### src/rtl/count_nox_ctrl.sv
// Scan controller: counts how many of the first LEN memory words equal X,
// driving the load/inc strobes of the external "i" (index) and "tr" (tally) counters.
module count_nox_ctrl #(
    parameter int DATA_W = 8,
    parameter int CNT_W  = 8
) (
    input  logic              clk,
    input  logic              rst,
    input  logic              start,
    input  logic [DATA_W-1:0] x_in,
    input  logic [CNT_W-1:0]  len_in,
    output logic              mem_rd,
    output logic [CNT_W-1:0]  mem_addr,
    input  logic [DATA_W-1:0] mem_data,
    input  logic [CNT_W-1:0]  i_val,
    input  logic [CNT_W-1:0]  tr_val,
    output logic [CNT_W-1:0]  cnt_init,
    output logic              i_load,
    output logic              i_inc,
    output logic              tr_load,
    output logic              tr_inc,
    output logic              busy,
    output logic              done,
    output logic [CNT_W-1:0]  result
);

    typedef enum logic [2:0] {
        S_IDLE,
        S_INIT,
        S_CHECK,
        S_WAIT,
        S_DONE
    } state_t;

    state_t             r_state;
    logic [DATA_W-1:0]  r_xQ;
    logic [CNT_W-1:0]   r_lenQ;
    logic               w_match;
    logic               w_scanEnd;

    assign w_match   = (mem_data == r_xQ);
    assign w_scanEnd = (i_val == r_lenQ);
    assign cnt_init  = '0;

    // Target and length are captured only on acceptance, so later changes
    // on x_in/len_in (or a start while busy) cannot disturb a running scan.
    always_ff @(posedge clk or posedge rst) begin
        if (rst) begin
            r_state <= S_IDLE;
            r_xQ    <= '0;
            r_lenQ  <= '0;
            result  <= '0;
        end else begin
            case (r_state)
                S_IDLE: begin
                    if (start) begin
                        r_xQ    <= x_in;
                        r_lenQ  <= len_in;
                        r_state <= S_INIT;
                    end
                end
                S_INIT:  r_state <= S_CHECK;
                S_CHECK: r_state <= w_scanEnd ? S_DONE : S_WAIT;
                S_WAIT:  r_state <= S_CHECK;
                S_DONE: begin
                    result  <= tr_val;
                    r_state <= S_IDLE;
                end
                default: r_state <= S_IDLE;
            endcase
        end
    end

    // Strobes are decoded from the current state; the tally increment
    // additionally depends on the word returned during WAIT.
    always_comb begin
        mem_rd   = 1'b0;
        mem_addr = '0;
        i_load   = 1'b0;
        i_inc    = 1'b0;
        tr_load  = 1'b0;
        tr_inc   = 1'b0;
        busy     = 1'b0;
        done     = 1'b0;
        case (r_state)
            S_INIT: begin
                busy    = 1'b1;
                i_load  = 1'b1;
                tr_load = 1'b1;
            end
            S_CHECK: begin
                busy = 1'b1;
                if (!w_scanEnd) begin
                    mem_rd   = 1'b1;
                    mem_addr = i_val;
                end
            end
            S_WAIT: begin
                busy   = 1'b1;
                i_inc  = 1'b1;
                tr_inc = w_match;
            end
            S_DONE: begin
                busy = 1'b1;
                done = 1'b1;
            end
            default: ;
        endcase
    end

endmodule
### config.mk
export PLATFORM = sky130hd
export DESIGN_NAME = count_nox_ctrl
export DESIGN_NICKNAME = d
export VERILOG_FILES = /design/src/rtl/count_nox_ctrl.sv
export SDC_FILE = /design/constraint.sdc
export NUM_CORES = 1
export LEC_CHECK = 0
export ABC_AREA = 1
export CORE_ASPECT_RATIO = 2
export CORE_MARGIN = 3
export CORE_UTILIZATION = 40
export CTS_BUF_LIST = sky130_fd_sc_hd__clkbuf_16
export CTS_CLUSTER_DIAMETER = 30
export DETAILED_ROUTE_END_ITERATION = 16
export GPL_TIMING_DRIVEN = 0
export HOLD_SLACK_MARGIN = 0.1
export PLACE_DENSITY_LB_ADDON = 0.1
export SYNTH_ARGS = -nofsm -noshare
export SYNTH_HDL_FRONTEND = slang
export SYNTH_SLANG_ARGS = --single-unit
### constraint.sdc
create_clock -name clk -period 1.8 [get_ports clk]
set_clock_uncertainty 0.1 [all_clocks]
set_input_delay 0.27 -clock clk [delete_from_list [all_inputs] [get_ports clk]]
set_output_delay 0.27 -clock clk [all_outputs]
set_load 0.1 [all_outputs]
==> metrics.md, run 1 <==
| Metric | Value |
|---|---|
| WP data arrival | `1.64 ns` |
| Core ar. | `roughly 0.0035 mm2` |
| CTS tree | `built` |
| Number of distinct library cells after synthesis | `23` |
| Status | `finished with violations` |
| Post-DP HPWL | `2770 um` |
| WL final | `between 4000 and 5000 um` |
| Number of global-route vias before repair | `approximately 1400` |
| Unrepaired setup endpoints after global routing | `yes` |
| Dpl cell area | `about 0.0023 mm2` |
| Largest net degree at the start of global routing | `28` |
| Ports | `74` |
| Synth Instances | `~180` |
| Tot Pwr | `approximately 4.7 mW` |
| Finished Cell Area | `approximately 0.0027 mm2` |
| Nets | `around 310` |
| Share of layout cells above drive strength 1 | `40.9%` |
| Critical Path End Type | `output port` |
| Hold Path Class | `reg -> reg` |
| Grt total ovfl | `0` |
| Gpl congestion | `around 0.81` |
| CTS Root Cell | `clkbuf_16` |
| Mapped cell area | `0.00147 mm2` |
| Crit Path Category | `reg -> out` |
| Worst setup path endpoint | `mem_rd` |
| Seq cells post-synth | `27` |
| Overall Global Routing Usage | `18.9%` |
| Starting DRT DRC Count | `23` |
| Hold Vio Cnt, Final | `0` |
| Die Height | `91.7 um` |
| Routed vias/inst | `between 4 and 5` |
| CTS H-tree depth | `1` |
| Sequential share of the synthesized area | `46.0%` |
| Detailed Routing Iterations Pass 1 | `4` |
| Area grow syn2layout | `86.1%` |
| # diodes | `0` |
| Fin crit share | `111%` |
| CTS Buf Count | `3` |
| Final worst slack | `-0.207 ns` |
| DP Worst Slack | `-1.22 ns` |
| Die Wd | `48.9 um` |
| Max-slew violation count | `0` |
| CP peak stage delay | `between 0.3 and 0.4 ns` |
| Register area | `between 600 and 700 um2` |
| Failing checks | `setup timing` |
| Cell Chain, Critical Path | `xnor2_1 -> nand2_1 -> nor2_1 -> nand2_2 -> nand2_4 -> buf_12 -> clkinvlp_4 -> buf_12` |
| Synth warn | `0` |
| Top Family by Delay on Critical Path | `buffers and inverters` |
| WP data required | `1.43 ns` |
| Initial core utilization | `between 40% and 50%` |
| FILL cells | `~240` |
| FMAX | `498 MHz` |
| Flop-to-flop setup slack | `approximately 0.13 ns` |
| Slowest CP cell | `dfrtp_1` |
| Num rows | `30` |
| First-pass GRT wire length | `6670 um` |
| PortBufs | `65` |
| Area occupied by multi-input gates | `about 770 um2` |
| Stages on worst setup path | `8` |
| Critical Path Start | `r_lenQ[2]` |
| Most used cell, CP | `buf_12` |
| FF-to-FF Start | `r_state[0]` |
| Crit Path Max Fanout | `5` |
| Post-route ant nets | `0` |
| Final Critical Period | `~2 ns` |
| Slew HR | `32.6%` |
| Total number of vias | `between 1000 and 1500` |
| R2r endpoint | `r_lenQ[5]` |
| Antenna violations before repair | `0` |
| Maximum VDD drop | `roughly 1.5 mV` |
| Wire length per cell | `13.2 um` |
| Final core occ | `between 70 and 80%` |
| Max cap viols | `0` |
| Hold Worst Slack | `just under 0.4 ns` |
| DR DRC count | `0` |
| Worst path bufs/invs | `3` |
| R2R depth | `8` |
| CTS sink count | `27` |
| Least-Margin Pin Slew | `about 1 ns` |
| Clock latency on the worst-skew pair | `between 0.2 and 0.3 ns` |
| Die ar. | `between 0.004 and 0.005 mm2` |
| Clock Path Buffers | `2` |
| Crit start category | `flip-flop` |
| Mean Syn Cell Area | `8.25 um2` |
| Clk pin slew, worst setup/hold paths | `~0.06 ns` |
| Setup-failing EPs final | `12` |
| Leakage Power | `1.28 nW` |
| Power Density | `between 1500 and 2000 mW/mm2` |
where the power goes:
part / switching [mW] / internal, mW
registers: 0.150 / 0.823
logic: 1.96 / 1.26
clock network: 0.209 / 0.300
area by class of cell:
| cell class | instances | area share (%) |
|---|---|---|
| buffer | 12 | 4.81 |
| clock buffer | 3 | 2.75 |
| clock inverter | 1 | 0.183 |
| inverter | 25 | 3.94 |
| multi-input combinational | 121 | 28.0 |
| sequential | 27 | 24.8 |
| tap | 48 | 2.20 |
| timing repair buffer | 80 | 33.3 |
worst min-delay path, cell delays in order (launching register included):
cell and delay [ns]:
dfrtp_1 0.35, nand2_1 0.05, nand2_1 0.05
how the worst min path moves through the flow:
stage                          from        end  slack [ns]  cells after the start
after floorplan                 rst  r_lenQ[0]        0.22                      1
after detailed placement  result[2]  result[2]        0.37                      2
after CTS                 result[5]  result[5]        0.39                      2
final                     result[5]  result[5]        0.38                      2
after global placement    result[5]  result[5]        0.36                      2
after global routing      result[5]  result[5]        0.40                      2
what timing repair did:
| action | in CTS | in global routing |
|---|---|---|
| endpoints found under the setup margin | 23 | 13 |
| cloned | 1 | 0 |
| buffers inserted | 8 | 6 |
| hold buffers | 0 | 0 |
| resized for setup | 169 | 21 |
| pin swaps | 10 | 10 |
placed cells by master (no fill, tap or decap), types with 3 or more instances in the layout:
cell              n
dlygate4sd2_1     8
nand2_1          48
inv_1            11
buf_12           15
a21oi_2           9
xnor2_1           4
clkdlybuf4s50_1  34
mux2_2            7
nor2_1           14
clkdlybuf4s15_2   8
clkbuf_16         3
conb_1            8
nand2_2           3
buf_6             3
buf_4            22
nor2_4           11
dfrtp_1          25
inv_2            10
logic make-up (layout without fill, tap and decap cells):
group	count (synthesis)	in the layout	share of synthesized area, %
compound gates	13	13	6.90
xor+xnor	5	5	2.98
buf+inv	37	121	13.5
flops	27	27	46.0
mux	7	7	5.37
other cells	1	8	0.255
simple gates	88	88	25.0
cell usage after synthesis, drive strengths merged:
master / n / area share (%)
nand2: 54 / 14
dfrtp: 27 / 46
nor2: 27 / 7.4
inv: 24 / 6.1
buf: 12 / 7.1
a21oi: 9 / 5.4
mux2: 7 / 5.4
nand3: 4 / 2.2
xnor2: 4 / 2.4
nor3: 2 / 1.0
o21ai: 2 / 0.68
o22ai: 2 / 0.85
clkinv: 1 / 0.26
conb: 1 / 0.26
nand4: 1 / 0.43
xor2: 1 / 0.60
stage by stage:
| stage | std cells | setup TNS [ns] |
|---|---|---|
| after floorplan | 185 | -1.62 |
| after global placement | 298 | -14.54 |
| after detailed placement | 298 | -14.73 |
| after CTS | 311 | -1.51 |
| after global routing | 317 | -2.30 |
| final | 317 | -1.56 |
flip-flops by register name, indices dropped and copies added, names as in the netlist:
signal	flops
r_lenQ	8
r_xQ	8
result	8
r_state	3
per-layer routing:
layer  track usage [%]  wire [um]  share of wire [%]
met1              20.0       1490                 36
met2              36.7       2470                 59
met3              2.76        140                3.4
met4              6.18         75                1.8
met5                 0          0                  0
Power figures use the tool's default switching activity.
==> run 2, diff against run 1 <==
Settings changed: CORE_ASPECT_RATIO 2 to 0.9, CORE_UTILIZATION 40 to 36.
Clock period 1.8 ns to 1.75 ns, I/O delays scaled along.
==> run 2 against run 1 <==
The flow still finishes with violations (setup timing). Setup slack got worse by 0.021 ns. Sequential share of layout area decreased by 1.0 points. Sequential cell count unchanged. Sequential power increased by 2.4%. Non-clock buffer count increased by 10. Wire length decreased by 2.1%. Clock power about the same. Die area increased by 9.0%. Combinational power increased by 6%. Largest cell class unchanged.
==> metrics.md, run 2 (synthesis results as in run 1) <==
| Metric | Value |
|---|---|
| Finished Cell Area | `between 0.002 and 0.003 mm2` |
| Int Pwr | `approximately 2.5 mW` |
| Max-slew violation count | `0` |
| WP data required | `1.39 ns` |
| Top Metal Used | `met4` |
| Setup-failing EPs final | `13` |
| Clk pin slew, worst setup/hold paths | `0.07 ns` |
| Clock Path Buffers | `2` |
| Detailed Routing Iterations Pass 1 | `4` |
| Power Density | `around 1700 mW/mm2` |
| Die Wd | `73.3 um` |
| Hold Path Class | `reg -> reg` |
| R2R depth | `14` |
| Placed cells | `between 200 and 300` |
| Hold Worst Slack | `about 0.38 ns` |
| Unrepaired setup endpoints after global routing | `yes` |
| Initial core utilization | `a little under 40%` |
| Share of layout cells above drive strength 1 | `between 40% and 50%` |
| Commonest cells after routing, fill and taps aside | `nand2_1, clkdlybuf4s50_1, buf_4, dfrtp_1, buf_12` |
| Cell Chain, Critical Path | `inv_2 -> nand2_1 -> nand2_1 -> nand2_1 -> nor2_2 -> nand2_2 -> nand2_4 -> buf_12 -> clkinvlp_4 -> buf_12` |
| Area grow syn2layout | `94.3%` |
| Biggest regs | `r_lenQ: 8 flops, r_xQ: 8 flops, result: 8 flops` |
| Final worst slack | `-0.228 ns` |
| PortBufs | `65` |
| Nets | `323` |
| Finished Layout Cells | `325` |
| Comb pwr share | `69.2%` |
| Largest net degree at the start of global routing | `28` |
| Post-route ant nets | `0` |
| Leakage Power | `approximately 1.3 nW` |
| Num rows | `21` |
| CP peak stage delay | `roughly 0.39 ns` |
| Critical Path End Type | `output port` |
| Crit Path Category | `reg -> out` |
| Dpl cell area | `around 0.0023 mm2` |
| Sequential Power Share | `20.3%` |
| Antenna violations before repair | `0` |
| CTS Root Cell | `clkbuf_16` |
| Die ar. | `roughly 0.0049 mm2` |
| CTS tree | `built` |
| Wire length per cell | `between 10 and 15 um` |
| # diodes | `0` |
| CTS Buf Count | `3` |
| Switching Fraction | `48.2%` |
| Routed vias/inst | `roughly 4.4` |
| Grt total ovfl | `0` |
| Slew HR | `32.1%` |
| CTS sink count | `27` |
| First-pass GRT wire length | `6480 um` |
| Die Height | `approximately 67 um` |
| Gpl congestion | `just over 0.7` |
| Post-DP HPWL | `2630 um` |
| Met3 WL | `roughly 240 um` |
| Psw | `between 2 and 2.5 mW` |
| Starting DRT DRC Count | `44` |
| Total number of vias | `~1400` |
| Ports | `74` |
| Crit Path Max Fanout | `5` |
| CTS H-tree depth | `1` |
| Status | `finished with violations` |
| Least-Margin Pin Slew | `just over 1 ns` |
| Overall Global Routing Usage | `between 10% and 20%` |
| Setup TNS Final | `-1.88 ns` |
| Number of global-route vias before repair | `about 1400` |
| Fin crit share | `113%` |
| Core ar. | `0.00381 mm2` |
| Slowest CP cell | `dfrtp_1` |
| Failing checks | `setup timing` |
| WL final | `~4100 um` |
| Max cap viols | `0` |
| Hold buffer count at CTS | `0` |
| Crit start category | `flip-flop` |
| Hold path depth | `2` |
| Tot Pwr | `4.90 mW` |
| Clk pwr share | `roughly a tenth` |
| Met1 WL | `around 1600 um` |
| Met2 WL | `2170 um` |
| Maximum VDD drop | `~1.1 mV` |
| Final Critical Period | `just under 2 ns` |
| Clock latency on the worst-skew pair | `approximately 0.26 ns` |
| Most used cell, CP | `nand2_1` |
| WP data arrival | `between 1.5 and 2 ns` |
| Hold Vio Cnt, Final | `0` |
| DR DRC count | `0` |
| Commonest non-fill, non-tap cell in the layout | `nand2_1` |
| FMAX | `between 500 and 600 MHz` |
[run 2: final timing paths]
path	from	slack, ns	end
min reg2reg	result[7]	0.38	result[7]
max reg2reg	r_lenQ[1]	-0.09	r_state[2]
min in group asynchronous	rst	0.45	result[4]
max	r_lenQ[1]	-0.23	mem_rd
min	result[7]	0.38	result[7]
max in group asynchronous	rst	0.42	r_state[2]
[run 2: layer usage]
metal,up-vias,global-route usage (%)
li1,735,-
met1,662,21.7
met2,42,29.7
met3,4,4.07
met4,0,3.39
met5,-,0
[run 2: area by class of cell]
class                           count  area, um2
Multi-Input combinational cell    121        761
Buffer                             12        131
Fill cell                         257        956
Clock inverter                      1       3.75
Sequential cell                    27        679
Clock buffer                        3       75.1
Timing Repair Buffer               90       1040
Tap cell                           46       57.6
Inverter                           25        108
[run 2: timing repair]
action / 4_1_cts / 5_1_grt
hold endpoints to repair: 0 / 0
cloned: 1 / 0
pin swaps: 6 / 10
setup endpoints to repair: 23 / 15
resized for setup: 170 / 30
setup buffers: 15 / 15
[run 2: metrics by stage]
stage	setup slack [ns]	utilization, %
after global routing	-0.347	74.9
after CTS	-0.248	70.2
after floorplan	-0.737	-
after detailed placement	-1.23	61.1
final	-0.228	74.9
after global placement	-1.23	61.1
[run 2: critical path: cells and delay by family (launching register included)]
kind	cells	cell delay, ns
and+or+nand+nor	6	0.48
DFF	1	0.39
buffers and inverters	4	0.48
[run 2: power groups by stage]
stage	Combinational (mW)	Sequential, mW	Clock, mW
detailed placement	2.62	0.993	0
global route	3.56	1.03	0.551
finish	3.39	0.997	0.512
floorplan	1.99	1.10	0
global placement	2.60	0.989	0
CTS	3.07	0.986	0.517
